[config.mk]
export PLATFORM = sky130hd
export DESIGN_NAME = cnn_frame_bist
export DESIGN_NICKNAME = d
export VERILOG_FILES = /design/src/rtl/cnn_bist_pkg.sv /design/src/rtl/cnn_pattern_gen.sv /design/src/rtl/cnn_frame_bist.sv
export SDC_FILE = /design/constraint.sdc
export NUM_CORES = 1
export LEC_CHECK = 0
export CAP_MARGIN = 20
export CORE_MARGIN = 3
export CORE_UTILIZATION = 58
export DETAILED_ROUTE_END_ITERATION = 10
export DONT_BUFFER_PORTS = 1
export PLACE_DENSITY_LB_ADDON = 0.08
export SYNTH_ARGS = -nofsm -noshare
export SYNTH_HDL_FRONTEND = slang
export SYNTH_HIERARCHICAL = 1
export SYNTH_SLANG_ARGS = --single-unit
[constraint.sdc]
create_clock -name clk -period 2 [get_ports clk]
set_input_delay 0.4 -clock clk [delete_from_list [all_inputs] [get_ports clk]]
set_output_delay 0.4 -clock clk [all_outputs]
set_load 0.02 [all_outputs]
[src/rtl/cnn_bist_pkg.sv]
// Shared types and helpers for the CNN frame self-test sequencer.
// Holds the FSM and pattern-mode enums, plus the LFSR step used by the pattern generator.
package cnn_bist_pkg;

    typedef enum logic [2:0] {
        IDLE     = 3'd0,
        START    = 3'd1,
        STREAM   = 3'd2,
        WAIT_RES = 3'd3,
        CHECK    = 3'd4,
        DONE     = 3'd5
    } state_t;

    typedef enum logic [1:0] {
        MODE_RAMP    = 2'd0,
        MODE_CONST   = 2'd1,
        MODE_LFSR    = 2'd2,
        MODE_CHECKER = 2'd3
    } mode_t;

    // Right-shifting Galois form of x^16+x^14+x^13+x^11+1
    localparam logic [15:0] LFSR_TAPS = 16'hB400;

    function automatic logic [15:0] lfsr_next(input logic [15:0] s);
        return s[0] ? ((s >> 1) ^ LFSR_TAPS) : (s >> 1);
    endfunction

endpackage

[src/rtl/cnn_pattern_gen.sv]
// Row-major pixel pattern source: x/y/index counters, LFSR and the pattern mux.
// The pixel output always shows the pixel at the current index; advance steps to the next one.
module cnn_pattern_gen
    import cnn_bist_pkg::*;
#(
    parameter int          IMG_W     = 32,
    parameter int          IMG_H     = 32,
    parameter int          PIX_W     = 8,
    parameter logic [15:0] LFSR_SEED = 16'hACE1
) (
    input  logic             clk,
    input  logic             rst,
    input  logic             frame_init,
    input  logic             advance,
    input  mode_t            mode,
    input  logic [PIX_W-1:0] const_val,
    output logic [PIX_W-1:0] pixel,
    output logic             row_end,
    output logic             last_pix
);

    localparam int NPIX  = IMG_W * IMG_H;
    localparam int IDX_W = $clog2(NPIX + 1);
    localparam int X_W   = (IMG_W > 1) ? $clog2(IMG_W) : 1;
    localparam int Y_W   = (IMG_H > 1) ? $clog2(IMG_H) : 1;

    logic [X_W-1:0]   r_x;
    logic [Y_W-1:0]   r_y;
    logic [IDX_W-1:0] r_idx;
    logic [15:0]      r_lfsr;
    logic             w_chk;

    always_ff @(posedge clk or negedge rst) begin
        if (!rst) begin
            r_x    <= '0;
            r_y    <= '0;
            r_idx  <= '0;
            r_lfsr <= LFSR_SEED;
        end else if (frame_init) begin
            r_x    <= '0;
            r_y    <= '0;
            r_idx  <= '0;
            r_lfsr <= LFSR_SEED;
        end else if (advance) begin
            r_idx  <= r_idx + 1'b1;
            r_lfsr <= lfsr_next(r_lfsr);
            if (row_end) begin
                r_x <= '0;
                r_y <= r_y + 1'b1;
            end else begin
                r_x <= r_x + 1'b1;
            end
        end
    end

    assign row_end  = (r_x == X_W'(IMG_W - 1));
    assign last_pix = (r_idx == IDX_W'(NPIX - 1));
    assign w_chk    = r_x[0] ^ r_y[0];

    always_comb begin
        pixel = '0;
        case (mode)
            MODE_RAMP:    pixel = PIX_W'(r_idx);
            MODE_CONST:   pixel = const_val;
            MODE_LFSR:    pixel = PIX_W'(r_lfsr);
            MODE_CHECKER: pixel = {PIX_W{w_chk}};
            default:      pixel = '0;
        endcase
    end

endmodule

[src/rtl/cnn_frame_bist.sv]
// Self-test sequencer for CNN_TOP: starts the engine, streams generated frames, waits for
// each result (with timeout), compares it against the expected value and keeps run status.
module cnn_frame_bist
    import cnn_bist_pkg::*;
#(
    parameter int          IMG_W     = 32,
    parameter int          IMG_H     = 32,
    parameter int          PIX_W     = 8,
    parameter int          RES_W     = 48,
    parameter int          TIMEOUT   = 4096,
    parameter logic [15:0] LFSR_SEED = 16'hACE1
) (
    input  logic                    clk,
    input  logic                    rst,
    input  logic                    bist_start,
    input  logic [1:0]              mode,
    input  logic [PIX_W-1:0]        const_val,
    input  logic [7:0]              num_frames,
    input  logic                    gap_en,
    input  logic signed [RES_W-1:0] expected,
    output logic                    start_signal,
    output logic                    pixel_valid,
    output logic [PIX_W-1:0]        pixel_in,
    input  logic                    final_result_valid,
    input  logic signed [RES_W-1:0] final_lane_result,
    output logic                    busy,
    output logic                    done,
    output logic                    pass,
    output logic [7:0]              frame_cnt,
    output logic [7:0]              mismatch_cnt,
    output logic                    err_timeout,
    output logic                    err_spurious,
    output logic signed [RES_W-1:0] last_result,
    output state_t                  dbg_state
);

    localparam int TO_W = $clog2(TIMEOUT + 1);

    // All CNN-side links are one-way strobes with no back-pressure: a beat exists exactly in
    // the cycle pixel_valid is high, and a result exists exactly in the cycle final_result_valid is high.
    state_t                  r_state;
    logic                    r_start_signal;
    logic                    r_pixel_valid;
    logic [PIX_W-1:0]        r_pixel_in;
    logic                    r_busy;
    logic                    r_done;
    logic [7:0]              r_frame_cnt;
    logic [7:0]              r_mismatch_cnt;
    logic                    r_err_timeout;
    logic                    r_err_spurious;
    logic signed [RES_W-1:0] r_last_result;
    mode_t                   r_mode;
    logic                    r_gap;
    logic [7:0]              r_num_frames;
    logic                    r_row_q;
    logic                    r_last_q;
    logic [TO_W-1:0]         r_to_cnt;
    logic                    r_timed_out;

    logic                    w_accept;
    logic                    w_gap_need;
    logic                    w_stream_done;
    logic                    w_emit;
    logic                    w_frame_init;
    logic [7:0]              w_frames_eff;
    logic                    w_frame_last;
    logic                    w_mismatch;
    logic                    w_to_hit;
    logic [PIX_W-1:0]        w_pixel;
    logic                    w_row_end;
    logic                    w_last_pix;

    assign w_accept      = bist_start && (r_state == IDLE || r_state == DONE);
    // r_row_q/r_last_q describe the beat currently on the bus (or the one before a gap)
    assign w_gap_need    = r_pixel_valid && r_row_q && r_gap;
    assign w_stream_done = r_last_q && (!r_pixel_valid || !r_gap);
    assign w_emit        = (r_state == START) ||
                           (r_state == STREAM && !w_stream_done && !w_gap_need);
    assign w_frame_init  = w_accept || (r_state == CHECK);
    assign w_frames_eff  = (r_num_frames == 8'd0) ? 8'd1 : r_num_frames;
    assign w_frame_last  = ({1'b0, r_frame_cnt} + 9'd1) >= {1'b0, w_frames_eff};
    assign w_mismatch    = r_timed_out || (r_last_result != expected);
    assign w_to_hit      = (r_to_cnt == TO_W'(TIMEOUT - 1));

    cnn_pattern_gen #(
        .IMG_W     (IMG_W),
        .IMG_H     (IMG_H),
        .PIX_W     (PIX_W),
        .LFSR_SEED (LFSR_SEED)
    ) u_pattern (
        .clk        (clk),
        .rst        (rst),
        .frame_init (w_frame_init),
        .advance    (w_emit),
        .mode       (r_mode),
        .const_val  (const_val),
        .pixel      (w_pixel),
        .row_end    (w_row_end),
        .last_pix   (w_last_pix)
    );

    always_ff @(posedge clk or negedge rst) begin
        if (!rst) begin
            r_state        <= IDLE;
            r_start_signal <= 1'b0;
            r_pixel_valid  <= 1'b0;
            r_pixel_in     <= '0;
            r_busy         <= 1'b0;
            r_done         <= 1'b0;
            r_frame_cnt    <= '0;
            r_mismatch_cnt <= '0;
            r_err_timeout  <= 1'b0;
            r_err_spurious <= 1'b0;
            r_last_result  <= '0;
            r_mode         <= MODE_RAMP;
            r_gap          <= 1'b0;
            r_num_frames   <= '0;
            r_row_q        <= 1'b0;
            r_last_q       <= 1'b0;
            r_to_cnt       <= '0;
            r_timed_out    <= 1'b0;
        end else begin
            case (r_state)
                IDLE, DONE: begin
                    if (bist_start) begin
                        r_state        <= START;
                        r_start_signal <= 1'b1;
                        r_busy         <= 1'b1;
                        r_done         <= 1'b0;
                        r_frame_cnt    <= '0;
                        r_mismatch_cnt <= '0;
                        r_err_timeout  <= 1'b0;
                        r_err_spurious <= 1'b0;
                        r_timed_out    <= 1'b0;
                        r_mode         <= mode_t'(mode);
                        r_gap          <= gap_en;
                        r_num_frames   <= num_frames;
                    end
                end
                START: begin
                    r_start_signal <= 1'b0;
                    r_state        <= STREAM;
                end
                STREAM: begin
                    if (w_stream_done) begin
                        r_state     <= WAIT_RES;
                        r_to_cnt    <= '0;
                        r_timed_out <= 1'b0;
                    end
                end
                WAIT_RES: begin
                    // A result arriving in the timeout cycle still counts as a real answer
                    if (final_result_valid) begin
                        r_last_result <= final_lane_result;
                        r_state       <= CHECK;
                    end else if (w_to_hit) begin
                        r_err_timeout <= 1'b1;
                        r_timed_out   <= 1'b1;
                        r_state       <= CHECK;
                    end else begin
                        r_to_cnt <= r_to_cnt + 1'b1;
                    end
                end
                CHECK: begin
                    if (w_mismatch && r_mismatch_cnt != 8'hFF) begin
                        r_mismatch_cnt <= r_mismatch_cnt + 1'b1;
                    end
                    r_frame_cnt <= r_frame_cnt + 1'b1;
                    r_timed_out <= 1'b0;
                    if (w_frame_last) begin
                        r_state <= DONE;
                        r_busy  <= 1'b0;
                        r_done  <= 1'b1;
                    end else begin
                        r_state        <= START;
                        r_start_signal <= 1'b1;
                    end
                end
                default: r_state <= IDLE;
            endcase

            if (w_emit) begin
                r_pixel_valid <= 1'b1;
                r_pixel_in    <= w_pixel;
                r_row_q       <= w_row_end;
                r_last_q      <= w_last_pix;
            end else begin
                r_pixel_valid <= 1'b0;
            end

            if (final_result_valid && r_state != WAIT_RES && !w_accept) begin
                r_err_spurious <= 1'b1;
            end
        end
    end

    assign start_signal = r_start_signal;
    assign pixel_valid  = r_pixel_valid;
    assign pixel_in     = r_pixel_in;
    assign busy         = r_busy;
    assign done         = r_done;
    assign pass         = r_done && (r_mismatch_cnt == 8'd0) && !r_err_timeout && !r_err_spurious;
    assign frame_cnt    = r_frame_cnt;
    assign mismatch_cnt = r_mismatch_cnt;
    assign err_timeout  = r_err_timeout;
    assign err_spurious = r_err_spurious;
    assign last_result  = r_last_result;
    assign dbg_state    = r_state;

endmodule

==> results of run 1 <==
==> area by class of cell <==
type,count,share of cell area
Inverter,30,0.01237
Tap cell,143,0.01965
Clock inverter,6,0.006597
Multi-Input combinational cell,481,0.4042
Timing Repair Buffer,131,0.1132
Sequential cell,141,0.3895
Clock buffer,25,0.05443
==> repair_timing <==
item	4_1_cts	5_1_grt
gates resized for setup	32	31
pin swaps	16	20
buffers inserted	11	17
endpoints found under the setup margin	24	32
cloned	1	0
endpoints found under the hold margin	141	141
==> worst max-delay path, cell delays in order (launching register included) <==
cell      delay [ps]
dfrtp_2          420
and3_4           190
and3_4           170
and3_4           180
xor2_2           150
ha_1             310
o211ai_1          80
a21o_1           190
a31oi_4          200
nor3_2            70
o22a_1           170
==> state kept, by name (all words and copies together), names as in the netlist, 2 cells and up <==
| name | flops |
|---|---|
| dbg_state | 3 |
| frame_cnt | 8 |
| last_result | 48 |
| mismatch_cnt | 8 |
| pixel_in | 8 |
| r_mode | 2 |
| r_num_frames | 8 |
| r_to_cnt | 13 |
| u_pattern/r_idx | 11 |
| u_pattern/r_lfsr | 16 |
| u_pattern/r_x | 5 |
==> power by group through the flow <==
stage	logic (W)	registers, W	clock network [W]
after floorplan	0.00324	0.00552	0
after detailed placement	0.00590	0.00495	0
final	0.00657	0.00494	0.00295
after global routing	0.00710	0.00507	0.00313
after CTS	0.00612	0.00492	0.00300
after global placement	0.00573	0.00491	0
==> cell families after synthesis <==
logic type | count (synthesis)
flip-flops | 141
AND/OR/NAND/NOR | 214
AO/OA/AOI/OAI | 112
multiplexers | 75
buffers and inverters | 53
adder cells (fa/ha/maj) | 15
XOR/XNOR | 64
==> cells in the final DEF (no fill, tap or decap), drive strengths merged, types with 24 or more instances in the layout <==
| cell type | instances |
|---|---|
| xor2 | 40 |
| nor2 | 53 |
| a21oi | 24 |
| nand2 | 65 |
| mux2 | 59 |
| clkbuf | 25 |
| dfrtp | 133 |
| inv | 30 |
| o21ai | 43 |
| xnor2 | 24 |
| buf | 131 |
==> through the flow <==
step | hold WS (ps) | std cells | util
after floorplan | 104.4 | 674 | -
after global placement | 109.7 | 899 | 0.6871
after detailed placement | 109.9 | 899 | 0.6871
after CTS | -341.2 | 941 | 0.7549
after global routing | -347.1 | 957 | 0.7774
final | -333.7 | 957 | 0.7774
==> metal layers <==
layer,part of all wire,vias up,global-route usage,wire length [um]
li1,-,2642,-,-
met1,0.38,2870,0.3381,7540
met2,0.52,256,0.5074,10310
met3,0.072,41,0.07763,1424
met4,0.029,0,0.1101,568
met5,0,-,0,0
==> path summary, 6_finish.rpt <==
path	to	slack, ps	start	depth (start not counted)
setup / recovery	start_signal$_DFFE_PN0P_	-240	frame_cnt[1]$_DFFE_PN0P_	10
hold / removal	last_result[18]$_DFFE_PN0P_	-330	rst	0
setup reg to reg	start_signal$_DFFE_PN0P_	-240	frame_cnt[1]$_DFFE_PN0P_	10
hold reg to reg	u_pattern/r_lfsr[7]$_DFFE_PN1P_	510	u_pattern/r_lfsr[8]$_DFFE_PN0P_	2
max in group asynchronous	u_pattern/r_lfsr[15]$_DFFE_PN1P_	2080	rst	0
min in group clk	r_mode[1]$_DFFE_PN0P_	80	mode[1]	2
==> metrics.md, run 1 <==
| Metric | Value |
|---|---|
| Outcome | `finished, violations left` |
| Violated checks | `negative hold slack, negative setup slack` |
| Fmax | `445.8 MHz` |
| Sequential power share | `0.341` |
| Fill cells | `around 770` |
| Post-route ant nets | `0` |
| Pint | `0.008860 W` |
| Footprint of the multi-input gates | `roughly 0.0037 mm2` |
| Adder-cell share of the synthesized area | `0.02636` |
| Initial Utilization | `0.6079` |
| Post-Synth Simple-Gate Area | `0.1506` |
| Drc violations | `0` |
| TritonRoute pass-1 iters | `5` |
| Vias in the first global route | `approximately 5800` |
| Critical Path End Type | `flop` |
| Worst Path Arrival | `around 2500 ps` |
| Worst Max-Slew Pin Slew | `about 490 ps` |
| Clock power frac | `0.204` |
| Top Ports | `201` |
| Post-synthesis mux area share | `0.1158` |
| P&R area growth vs syn | `27.87%` |
| Synth Area in XOR/XNOR | `0.07873` |
| Part of the cycle the worst path needs | `1.122` |
| Leading area contributor after synthesis | `dfrtp_1` |
| Core area | `around 0.012 mm2` |
| Largest net degree at the start of global routing | `about 140` |
| Clk sinks | `141` |
| Post-Syn Nets | `808` |
| Fin Hold WS | `-333.7 ps` |
| Post-synth top cells | `dfrtp_1 (133), nand2_1 (65), mux2_2 (59)` |
| Clock transition at path regs | `about 60 ps` |
| Tot GR Track Use | `0.2887` |
| Sequential share of the synthesized area | `0.4970` |
| Synthesized flop and latch total | `approximately 140` |
| GPL Wtd Cong | `slightly above 0.8` |
| Seq. cell area | `roughly 0.0035 mm2` |
| Combinational group share of total power | `0.454` |
| Nets | `~940` |
| Maximum VDD drop | `1.027 mV` |
| Final Skew | `approximately 14 ps` |
| Root Buffer | `clkbuf_16` |
| Post-synth EDFFs | `0` |
| Yosys cell types | `61` |
| DPL Wire Length | `13540 um` |
| Hold Path Class | `input pin to asynchronous set/reset pin` |
| Avg Vias per Cell | `a little over 6` |
| Compound-gate portion of the synthesized area | `0.09859` |
| Clk Latency, worst-skew pair | `430 ps` |
| Net switching power | `0.005606 W` |
| Area share of the largest cell type after synthesis | `0.4675` |
| Count of pins over their slew limit | `0` |
| Max-Slew Margin vs Limit | `0.6704` |
| Critical Path RT | `~2300 ps` |
| Routed length per instance | `20.73 um` |
| Minimum clock period | `between 2000 and 2500 ps` |
| Die ar. | `~0.014 mm2` |
| Clock buffer count from CTS | `17` |
| Worst-case clock buffer depth | `2` |
| Mapped Cells | `between 600 and 700` |
| Post-Syn Area | `about 0.0071 mm2` |
| CTS tree | `built` |
| Post-synth top flop | `dfrtp_1` |
| Final Hold Fails | `about 140` |
| Finished layout cell area | `0.009104 mm2` |
| Vias | `5809` |
| Initial antenna violation count | `0` |
| Unrepaired setup endpoints after global routing | `yes` |
| Placed instance area | `about 0.0080 mm2` |
| H-tree lvl count | `4` |
| PD cells | `~1600 mW/mm2` |
| Total Power | `roughly 0.014 W` |
| Ant diodes | `0` |
| Die span in y | `roughly 120 um` |
| Switch share | `0.3875` |
| Layout cells sized above 1 | `0.3526` |
| Worst slack, placed | `-262.0 ps` |
| Gr ovfl total | `0` |
| Largest family of logic cells by synthesized area | `simple AND/OR/NAND/NOR gates` |
| Iter 0 DRT Violations | `432` |
| Area contributors post-synth | `dfrtp_1 (47%), mux2_2 (9.3%), xor2_1 (4.9%)` |
| Yosys warns | `6` |
| Final setup fails | `13` |
| WS Path Type | `flop to flop` |
| Pleak | `around 4.2 nW` |
| Setup_tns | `-1653 ps` |
| Die Span X | `approximately 120 um` |
| Ys async rst share | `1.000` |
| First-pass GRT wire length | `slightly below 30000 um` |
| Count leader, synth | `dfrtp_1` |
| Placement Rows | `39` |
| WL final | `about 20000 um` |
| CP startpoint kind | `flop` |
| Critical-path maximum fanout | `4` |
| Mean cell area of the mapped netlist | `approximately 11 um2` |
| Port buffer count | `0` |
| Fin worst setup slack | `-243.4 ps` |
| Max-cap violations | `0` |
Note: power is estimated with default switching activity, not from simulation.
==> inputs of run 2 (changes only) <==
ABC_CLOCK_PERIOD_IN_PS = 2000   (was not set)
==> results of run 2 <==
Same layout as run 1: the final DEF is identical, and so are final timing and power.
